## config.mk

```make
export PLATFORM = sky130hd
export DESIGN_NAME = vote_tally
export DESIGN_NICKNAME = d
export VERILOG_FILES = /design/src/rtl/vote_pkg.sv /design/src/rtl/vote_sat_counter.sv /design/src/rtl/vote_tally.sv
export SDC_FILE = /design/constraint.sdc
export NUM_CORES = 1
export LEC_CHECK = 0
export BUFFER_PORTS_ARGS = -buffer_cell sky130_fd_sc_hd__buf_2
export CORE_UTILIZATION = 35
export DETAILED_ROUTE_END_ITERATION = 8
export PLACE_DENSITY = 0.61
export SLEW_MARGIN = 20
export SYNTH_ARGS = -nofsm -noshare
export SYNTH_HDL_FRONTEND = slang
export SYNTH_SLANG_ARGS = --single-unit
```

## constraint.sdc

```tcl
create_clock -name clk -period 4.73 [get_ports clk]
set_input_delay 0.473 -clock clk [delete_from_list [all_inputs] [get_ports clk]]
set_output_delay 0.473 -clock clk [all_outputs]
set_load 0.01 [all_outputs]
```

## src/rtl/vote_pkg.sv

```systemverilog
// ---------------------------------------------------------------------------
// vote_pkg
// Shared definitions for the vote tally block: FSM state encoding, default
// sizing and a helper that classifies a strobe vector as zero / one-hot /
// multiple bits set.
// ---------------------------------------------------------------------------
package vote_pkg;

  localparam int DEF_NUM_CAND = 4;
  localparam int DEF_CNT_W    = 8;

  typedef enum logic [1:0] {
    ST_IDLE   = 2'd0,
    ST_ACCEPT = 2'd1,
    ST_LOCK   = 2'd2,
    ST_RESULT = 2'd3
  } state_t;

  typedef enum logic [1:0] {
    OH_ZERO  = 2'd0,
    OH_ONE   = 2'd1,
    OH_MULTI = 2'd2
  } oh_t;

  // Strobe vectors are at most 8 bits wide; narrower vectors are
  // zero-extended by the caller.
  function automatic oh_t onehot_check(input logic [7:0] v);
    int n;
    n = 0;
    for (int i = 0; i < 8; i++) begin
      n = n + int'(v[i]);
    end
    if (n == 0) begin
      return OH_ZERO;
    end else if (n == 1) begin
      return OH_ONE;
    end
    return OH_MULTI;
  endfunction

endpackage

```

## src/rtl/vote_sat_counter.sv

```systemverilog
// ---------------------------------------------------------------------------
// vote_sat_counter
// CNT_W-bit up counter that holds at its maximum value instead of wrapping.
// Ports:
//   clk_i    system clock
//   clr_n_i  synchronous active-low clear
//   inc_i    increment enable (ignored once saturated)
//   cnt_o    current count
// ---------------------------------------------------------------------------
module vote_sat_counter #(
  parameter int CNT_W = 8
) (
  input  logic             clk_i,
  input  logic             clr_n_i,
  input  logic             inc_i,
  output logic [CNT_W-1:0] cnt_o
);

  logic [CNT_W-1:0] cnt_q, cnt_d;

  always_comb begin
    cnt_d = cnt_q;
    if (inc_i && (cnt_q != {CNT_W{1'b1}})) begin
      cnt_d = cnt_q + 1'b1;
    end
  end

  always_ff @(posedge clk_i) begin
    if (!clr_n_i) begin
      cnt_q <= '0;
    end else begin
      cnt_q <= cnt_d;
    end
  end

  assign cnt_o = cnt_q;

endmodule

```

## src/rtl/vote_tally.sv

```systemverilog
// ---------------------------------------------------------------------------
// vote_tally
// Consumes 1-cycle per-candidate vote strobes from the button controllers,
// keeps one saturating tally per candidate, enforces a lockout window after
// each accepted vote, rejects simultaneous strobes and serves the tallies
// to the display path in result mode.
//
// Optional feature (macro VOTE_TOTAL_EN): adds output total_votes, a count
// of all accepted votes that saturates only at its own maximum.
//
// Ports:
//   clk          system clock, all logic on posedge
//   rst          synchronous active-low reset
//   valid_vote   NUM_CAND vote strobes, one bit per candidate
//   mode         0 = voting, 1 = result readout
//   sel          candidate index for readout (>= NUM_CAND reads as 0)
//   vote_ack     1-cycle pulse: vote accepted
//   vote_rej     1-cycle pulse: more than one strobe bit while idle
//   vote_led     one-hot of last accepted candidate, held during lockout
//   busy         high while accepting or locked out
//   count_out    registered tally of candidate sel in result mode, else 0
//   total_votes  (VOTE_TOTAL_EN only) total accepted votes
// ---------------------------------------------------------------------------
module vote_tally
  import vote_pkg::*;
#(
  parameter int NUM_CAND = DEF_NUM_CAND,
  parameter int CNT_W    = DEF_CNT_W,
  parameter int LOCKOUT  = 100
) (
  input  logic                clk,
  input  logic                rst,
  input  logic [NUM_CAND-1:0] valid_vote,
  input  logic                mode,
  input  logic [2:0]          sel,
`ifdef VOTE_TOTAL_EN
  output logic [CNT_W+3:0]    total_votes,
`endif
  output logic                vote_ack,
  output logic                vote_rej,
  output logic [NUM_CAND-1:0] vote_led,
  output logic                busy,
  output logic [CNT_W-1:0]    count_out
);

  localparam int SEL_W = (NUM_CAND > 1) ? $clog2(NUM_CAND) : 1;
  localparam int LCK_W = (LOCKOUT > 1) ? $clog2(LOCKOUT) : 1;

  state_t              state_q, state_d;
  logic [NUM_CAND-1:0] cand_q, cand_d;
  logic [NUM_CAND-1:0] led_q, led_d;
  logic                rej_q, rej_d;
  logic [LCK_W-1:0]    lock_q, lock_d;
  logic [CNT_W-1:0]    count_q, count_d;
  logic [CNT_W-1:0]    tally [NUM_CAND];
  oh_t                 oh;

  assign oh = onehot_check(8'(valid_vote));

  always_comb begin
    state_d = state_q;
    cand_d  = cand_q;
    led_d   = led_q;
    rej_d   = 1'b0;
    lock_d  = lock_q;
    case (state_q)
      ST_IDLE: begin
        // mode wins over strobes arriving in the same cycle
        if (mode) begin
          state_d = ST_RESULT;
        end else begin
          case (oh)
            OH_ONE: begin
              cand_d  = valid_vote;
              state_d = ST_ACCEPT;
            end
            OH_MULTI: rej_d = 1'b1;
            default: ;
          endcase
        end
      end
      ST_ACCEPT: begin
        lock_d  = LCK_W'(LOCKOUT - 1);
        led_d   = cand_q;
        state_d = ST_LOCK;
      end
      ST_LOCK: begin
        // the cycle that reads 0 is the last LOCK cycle, giving LOCKOUT cycles
        if (lock_q == '0) begin
          led_d   = '0;
          state_d = ST_IDLE;
        end else begin
          lock_d = lock_q - 1'b1;
        end
      end
      ST_RESULT: begin
        if (!mode) begin
          state_d = ST_IDLE;
        end
      end
      default: state_d = ST_IDLE;
    endcase
  end

  // Keyed off the next state so the readout tracks sel/mode with one cycle
  // of latency and drops to 0 in the cycle after leaving result mode.
  always_comb begin
    count_d = '0;
    if ((state_d == ST_RESULT) && (int'(sel) < NUM_CAND)) begin
      count_d = tally[sel[SEL_W-1:0]];
    end
  end

  always_ff @(posedge clk) begin
    if (!rst) begin
      state_q <= ST_IDLE;
      cand_q  <= '0;
      led_q   <= '0;
      rej_q   <= 1'b0;
      lock_q  <= '0;
      count_q <= '0;
    end else begin
      state_q <= state_d;
      cand_q  <= cand_d;
      led_q   <= led_d;
      rej_q   <= rej_d;
      lock_q  <= lock_d;
      count_q <= count_d;
    end
  end

  for (genvar g = 0; g < NUM_CAND; g++) begin : g_cand
    vote_sat_counter #(
      .CNT_W (CNT_W)
    ) u_cnt (
      .clk_i   (clk),
      .clr_n_i (rst),
      .inc_i   ((state_q == ST_ACCEPT) && cand_q[g]),
      .cnt_o   (tally[g])
    );
  end

`ifdef VOTE_TOTAL_EN
  logic [CNT_W+3:0] total_q, total_d;

  always_comb begin
    total_d = total_q;
    if ((state_q == ST_ACCEPT) && (total_q != {(CNT_W+4){1'b1}})) begin
      total_d = total_q + 1'b1;
    end
  end

  always_ff @(posedge clk) begin
    if (!rst) begin
      total_q <= '0;
    end else begin
      total_q <= total_d;
    end
  end

  assign total_votes = total_q;
`endif

  assign vote_ack  = (state_q == ST_ACCEPT);
  assign vote_rej  = rej_q;
  assign vote_led  = led_q;
  assign busy      = (state_q == ST_ACCEPT) || (state_q == ST_LOCK);
  assign count_out = count_q;

endmodule

```

==> results of run 1 <==
==> worst max-delay path, stage by stage <==
cell and delay, ps:
sky130_fd_sc_hd__buf_2 90, sky130_fd_sc_hd__inv_1 50, sky130_fd_sc_hd__fa_1 530, sky130_fd_sc_hd__inv_1 40
sky130_fd_sc_hd__ha_1 170, sky130_fd_sc_hd__ha_1 280, sky130_fd_sc_hd__or3b_2 500, sky130_fd_sc_hd__or3b_1 480
sky130_fd_sc_hd__mux2i_1 200, sky130_fd_sc_hd__nor2_1 50
==> path summary, 6_finish.rpt <==
| path | to | cells after the start | from | slack, ps |
|---|---|---|---|---|
| setup / recovery | cand_q[2]$_SDFFE_PN0P_ | 10 | valid_vote[0] | 2080 |
| hold / removal | vote_rej$_SDFF_PP0_ | 2 | mode | 380 |
| setup reg to reg | g_cand[0].u_cnt.cnt_o[5]$_SDFFE_PN0P_ | 5 | state_q[0]$_SDFF_PN0_ | 2300 |
| hold reg to reg | vote_led[3]$_SDFFE_PN0P_ | 2 | vote_led[3]$_SDFFE_PN0P_ | 480 |
==> final cells by class <==
| cell class | count | area share |
|---|---|---|
| Timing Repair Buffer | 24 | 0.03649 |
| Sequential cell | 58 | 0.3527 |
| Clock buffer | 14 | 0.05245 |
| Inverter | 19 | 0.02166 |
| Tap cell | 105 | 0.03991 |
| Multi-Input combinational cell | 224 | 0.4937 |
| Clock inverter | 2 | 0.003041 |
==> stage by stage <==
step	utilization	area (sq um)
floorplan	-	2932
finish	0.4027	3292
global placement	0.3803	3109
CTS	0.4027	3292
global route	0.4027	3292
detailed placement	0.3803	3109
==> synthesized netlist by cell type (all sizes together), types with 6 or more instances <==
cell	number
a211oi	6
a21oi	20
a31oi	7
buf	6
clkbuf	8
dfxtp	58
ha	13
inv	19
mux2i	6
mux4	8
nand2	15
nand3	17
nand4	6
nor2	31
nor4b	10
o21ai	13
xor2	6
==> logic make-up (layout without fill, tap and decap cells) <==
kind of cell / after synthesis / count (layout) / share of synthesized area
compound gates: 72 / 72 / 0.1648
xor+xnor: 9 / 9 / 0.02689
fa+ha+maj: 14 / 14 / 0.06231
buf+inv: 34 / 59 / 0.04951
flops: 58 / 58 / 0.3961
mux: 15 / 15 / 0.08707
simple gates: 114 / 114 / 0.2134
==> registers in the layout, indices dropped and copies added, names as in the netlist <==
| name | flops |
|---|---|
| cand_q | 4 |
| count_out | 8 |
| g_cand.u_cnt.cnt_o | 32 |
| lock_q | 7 |
| state_q | 2 |
| vote_led | 4 |
| vote_rej | 1 |
==> power by group through the flow <==
| stage | clock network, uW | registers, uW | logic (uW) |
|---|---|---|---|
| final | 424 | 565 | 380 |
| after global routing | 459 | 571 | 424 |
| after CTS | 436 | 565 | 382 |
| after detailed placement | 0 | 575 | 378 |
| after global placement | 0 | 575 | 374 |
| after floorplan | 0 | 566 | 301 |
==> metal layers <==
metal,vias to the layer above,routed length [um],GRT usage
li1,1222,-,-
met1,1206,3094,0.2047
met2,52,3195,0.2678
met3,13,312,0.05285
met4,0,141,0.06410
met5,-,0,0
==> out/results.txt, run 1 <==
Run status: finished, final reports clean
Post-synth EDFFs: 0
I/O Pins: 25
Hold bufs inserted after CTS: 0
Async set or reset register ratio after synthesis: 0
GR Overflow Total: 0
First-pass GRT wire length: 11.13 mm
Count of nets left with antenna violations after detail routing: 0
Largest net degree at the start of global routing: 46
# Max-Cap Violations: 0
Pre-CTS WS: 1702 ps
Dominant synthesized flop cell: sky130_fd_sc_hd__dfxtp_1
Core region area: 8175 sq um
Clk pin slew, worst setup/hold paths: 60 ps
Hold Worst Slack: 375.5 ps
# setup viols final: 0
Worst ir drop on vdd: 0.2074 mV
Ratio of routed vias to standard cells: 5.590
Net count after synthesis: 340
Cts bufs inserted: 9
Net total in the final layout: 360
Total setup buffers inserted after CTS: 0
Area Overhead vs Synth: 12.29%
Required time of the worst setup path: 4930 ps
DP HPWL: 4.807 mm
Max_slew headroom: 0.4475
Fraction of the yosys area taken by sequential cells: 0.3961
GRT Util Overall: 0.1657
Power Internal: 896.4 uW
Unrepaired setup endpoints after global routing: false
Slew @ Worst Pin: 827.5 ps
Resized cells post-CTS: 0
H-tree depth: 3
Worst-case clock buffer depth: 2
Setup tns final: 0 ps
Power per cell area: 416.0 nW/um^2
Global placer's final weighted congestion: 0.7875
Detailed-route via count: 2,493
Fraction of post-synthesis cell area in the top cell type by area: 0.3961
Setup CP Type: input port to flop
NetSw: 473.1 uW
Total number of placement rows: 33
DR WL/cell: 15.12 um
Final-report max-slew violation count: 0
Die Span Y: 93.52 um
Register cell area after layout: 1161 sq um
Count of mapped cells out of synthesis: 316
Skew-Pair Late Insertion Delay: 340 ps
Total of fill cells in the finished design: 823
Root cell of the clock tree: sky130_fd_sc_hd__clkbuf_8
Vias in the first global route: 2,335
Number of diodes: 0
Number of DRC violations after detailed-routing iteration 0: 151
Number of sinks on the clock net: 58
Crit share post-route: 0.5603
Tmin final: 2650 ps
Leakage: 0.001261 uW
Sequential power share: 0.413
Die ar.: 8746 sq um
Routed wire length: 6.744 mm
Die outline width: 93.52 um
Starting Density: 0.3586
Number of flip-flops and latches in the synthesized netlist: 58
Layout cell share with drive strength beyond 1: 0.1525
Clock Skews: 4.261 ps
DRT Pass-1 Iters: 4
Endpoint kind of the worst setup timing path: flop
Post-synthesis instance area: 2932 sq um
Signal arrival time at the worst endpoint: 2850 ps
Maximum fanout along the worst path: 4
Mean instance size in the synthesized netlist: 9.277 sq um
Leading cell types by total area after synthesis: sky130_fd_sc_hd__dfxtp_1 (40%), sky130_fd_sc_hd__ha_1 (5.5%), sky130_fd_sc_hd__mux4_2 (5.4%), sky130_fd_sc_hd__nor2_1 (4.0%), sky130_fd_sc_hd__a21oi_1 (3.2%)
Dominant cell type by area after synthesis: sky130_fd_sc_hd__dfxtp_1
Final hold violations: 0
Final Non-Filler Cells: 446
Share of total power in combinational logic: 0.278
Final worst slack: 2080 ps
# placed instances: 430
Number of different library cells in the post-synthesis netlist: 54
Most common cell after layout, fill and taps aside: sky130_fd_sc_hd__dfxtp_1
Number of warnings issued by yosys: 0
Clock network fraction of total power: 0.310
Switching part of the total: 0.3455
Commonest non-fill, non-tap cells in the layout: sky130_fd_sc_hd__dfxtp_1 (58), sky130_fd_sc_hd__nor2_1 (31), sky130_fd_sc_hd__buf_2 (24)
Class of the tightest hold or removal check: input port to flop
Total power of the final layout: 1369 uW
Remaining DRCs: 0
Initial antenna violation count: 0
Startpoint Class: input port
Upper clock frequency limit: 377.3 MHz
Count of input and output buffers: 24
CTS tree: yes
Multi-input logic area: 1625 sq um
Power figures use the tool's default switching activity.
==> inputs of run 2 (changes only) <==
- clock period: 4.73 -> 2.45 ns (I/O delays scaled with it)
==> out/results.txt, run 2 (synthesized netlist as in run 1, its figures left out) <==
Largest net degree at the start of global routing: 45
Unrepaired setup endpoints after global routing: false
Clock network fraction of total power: 0.307
Die ar.: 8746 sq um
Net total in the final layout: 367
Layout cell share with drive strength beyond 1: 0.1695
Slew @ Worst Pin: 475.0 ps
Total number of placement rows: 33
I/O Pins: 25
DRT Pass-1 Iters: 4
Final-report max-slew violation count: 0
Total power of the final layout: 2717 uW
Number of DRC violations after detailed-routing iteration 0: 132
Resized cells post-CTS: 0
Final standard cell utilization of the core: 0.4108
Number of flip-flops under the largest register name: 32
Routed wire length: 6.758 mm
Ratio of routed vias to standard cells: 5.397
Hold bufs inserted after CTS: 0
Class of the tightest hold or removal check: input port to flop
Starting Density: 0.3586
Commonest non-fill, non-tap cells in the layout: sky130_fd_sc_hd__dfxtp_1 (58), sky130_fd_sc_hd__nor2_1 (31), sky130_fd_sc_hd__buf_2 (24)
H-tree depth: 3
CTS tree: yes
Global placer's final weighted congestion: 0.8150
Worst-case clock buffer depth: 2
Switching part of the total: 0.3394
NetSw: 922.2 uW
Root cell of the clock tree: sky130_fd_sc_hd__clkbuf_8
Remaining DRCs: 0
GR Overflow Total: 0
Power Internal: 1795 uW
Worst path bufs/invs: 3
Total of fill cells in the finished design: 821
Most common cell after layout, fill and taps aside: sky130_fd_sc_hd__dfxtp_1
Run status: finished, final reports clean
Detailed-route via count: 2,445
Required time of the worst setup path: 2660 ps
Endpoint kind of the worst setup timing path: flop
Pre-CTS WS: -172.5 ps
Tmin final: 2272 ps
Endpoint with the worst hold slack: vote_rej$_SDFF_PP0_
Die Span Y: 93.52 um
# setup viols final: 0
Crit share post-route: 0.9275
Final hold violations: 0
Startpoint Class: input port
CP dominant cell by count: sky130_fd_sc_hd__inv_1
CP peak stage delay: 520 ps
Crit Reg-Reg Endpoint: count_out[5]$_SDFF_PN0_
First-pass GRT wire length: 11.57 mm
Sequential power share: 0.401
Instance count along the most critical hold path: 2
Signal arrival time at the worst endpoint: 2480 ps
Clk pin slew, worst setup/hold paths: 60 ps
Origin of the critical flop-to-flop path: lock_q[0]$_SDFFE_PN0P_
CP max-delay cell: sky130_fd_sc_hd__fa_1
Critical-path cell list: buf_2 > inv_1 > fa_1 > inv_1 > ha_2 > ha_4 > or3b_4 > or3b_1 > mux2i_1 > nor2_1
DR WL/cell: 14.92 um
Clock Skews: 7.844 ps
Upper clock frequency limit: 440.1 MHz
Final worst slack: 177.7 ps
Register-to-register path setup slack: 280 ps
Power per cell area: 809.2 nW/um^2
Count of nets left with antenna violations after detail routing: 0
Count of input and output buffers: 24
Initial antenna violation count: 0
Area Overhead vs Synth: 14.55%
Worst ir drop on vdd: 0.2865 mV
Number of diodes: 0
Max_slew headroom: 0.6752
Cts bufs inserted: 9
Maximum fanout along the worst path: 4
DP HPWL: 4.870 mm
Share of total power in combinational logic: 0.292
Die outline width: 93.52 um
Number of sinks on the clock net: 58
Leakage: 0.001289 uW
Setup CP Type: input port to flop
Core region area: 8175 sq um
Vias in the first global route: 2,372
Family with the most delay on the worst path: adder cells
Register-to-Register Path Depth: 6
Total setup buffers inserted after CTS: 0
Skew-Pair Late Insertion Delay: 340 ps
Launch point of the worst hold path: mode
# Max-Cap Violations: 0
GRT Util Overall: 0.1741
## run 2: changes by cell type in the layout (fill, tap and decap cells not counted), sizes merged
cell	before	now
clkbuf	14	13
bufinv	0	1
buf	24	31
## run 2: power by group through the flow
stage / combinational, uW / clock [uW] / sequential [uW]
global route: 895 / 906 / 1100
finish: 792 / 834 / 1090
CTS: 793 / 850 / 1090
floorplan: 591 / 0 / 1090
global placement: 772 / 0 / 1110
detailed placement: 790 / 0 / 1110
## run 2: area by class of cell
cell class / instances / area [sq um] / share of cell area
tap: 105 / 131.4 / 0.03912
sequential: 58 / 1161 / 0.3458
clock inverter: 3 / 40.04 / 0.01192
multi-input combinational: 224 / 1643 / 0.4892
inverter: 19 / 71.32 / 0.02124
clock buffer: 13 / 138.9 / 0.04136
timing repair buffer: 31 / 172.7 / 0.05142
## run 2: how the worst max path moves through the flow
stage / from / end / slack, ps / cells past startpoint
6_report: valid_vote[0] / cand_q[0]$_SDFFE_PN0P_ / 180 / 10
3_3_place_gp: valid_vote[0] / cand_q[1]$_SDFFE_PN0P_ / -140 / 10
2_1_floorplan: valid_vote[0] / cand_q[2]$_SDFFE_PN0P_ / 5 / 10
3_5_place_dp: valid_vote[0] / cand_q[3]$_SDFFE_PN0P_ / -170 / 10
4_1_cts: valid_vote[0] / cand_q[3]$_SDFFE_PN0P_ / 180 / 10
5_1_grt: valid_vote[0] / cand_q[0]$_SDFFE_PN0P_ / 50 / 10
## run 2: stage by stage
step	hold slack, ps	area (sq um)	cells	TNS [ps]
floorplan	321.7	2959	316	0
global placement	462.9	3179	437	-898.5
detailed placement	465.5	3179	437	-1298
CTS	150.3	3358	453	0
global route	152.9	3358	453	0
finish	160.2	3358	453	0
## run 2: worst reg2reg max path, stage by stage (launching register included)
cell	delay, ps
sky130_fd_sc_hd__dfxtp_1	330
sky130_fd_sc_hd__inv_1	110
sky130_fd_sc_hd__ha_1	200
sky130_fd_sc_hd__or4b_1	480
sky130_fd_sc_hd__o31ai_1	400
sky130_fd_sc_hd__a2111o_1	390
sky130_fd_sc_hd__nor4b_1	110
## run 2: per-layer routing
metal	global-route usage	up-vias	wire length [um]
met5	0	-	0
met4	0.06923	0	65
met3	0.04797	5	261
met2	0.2696	40	3174
met1	0.2285	1159	3257
li1	-	1241	-
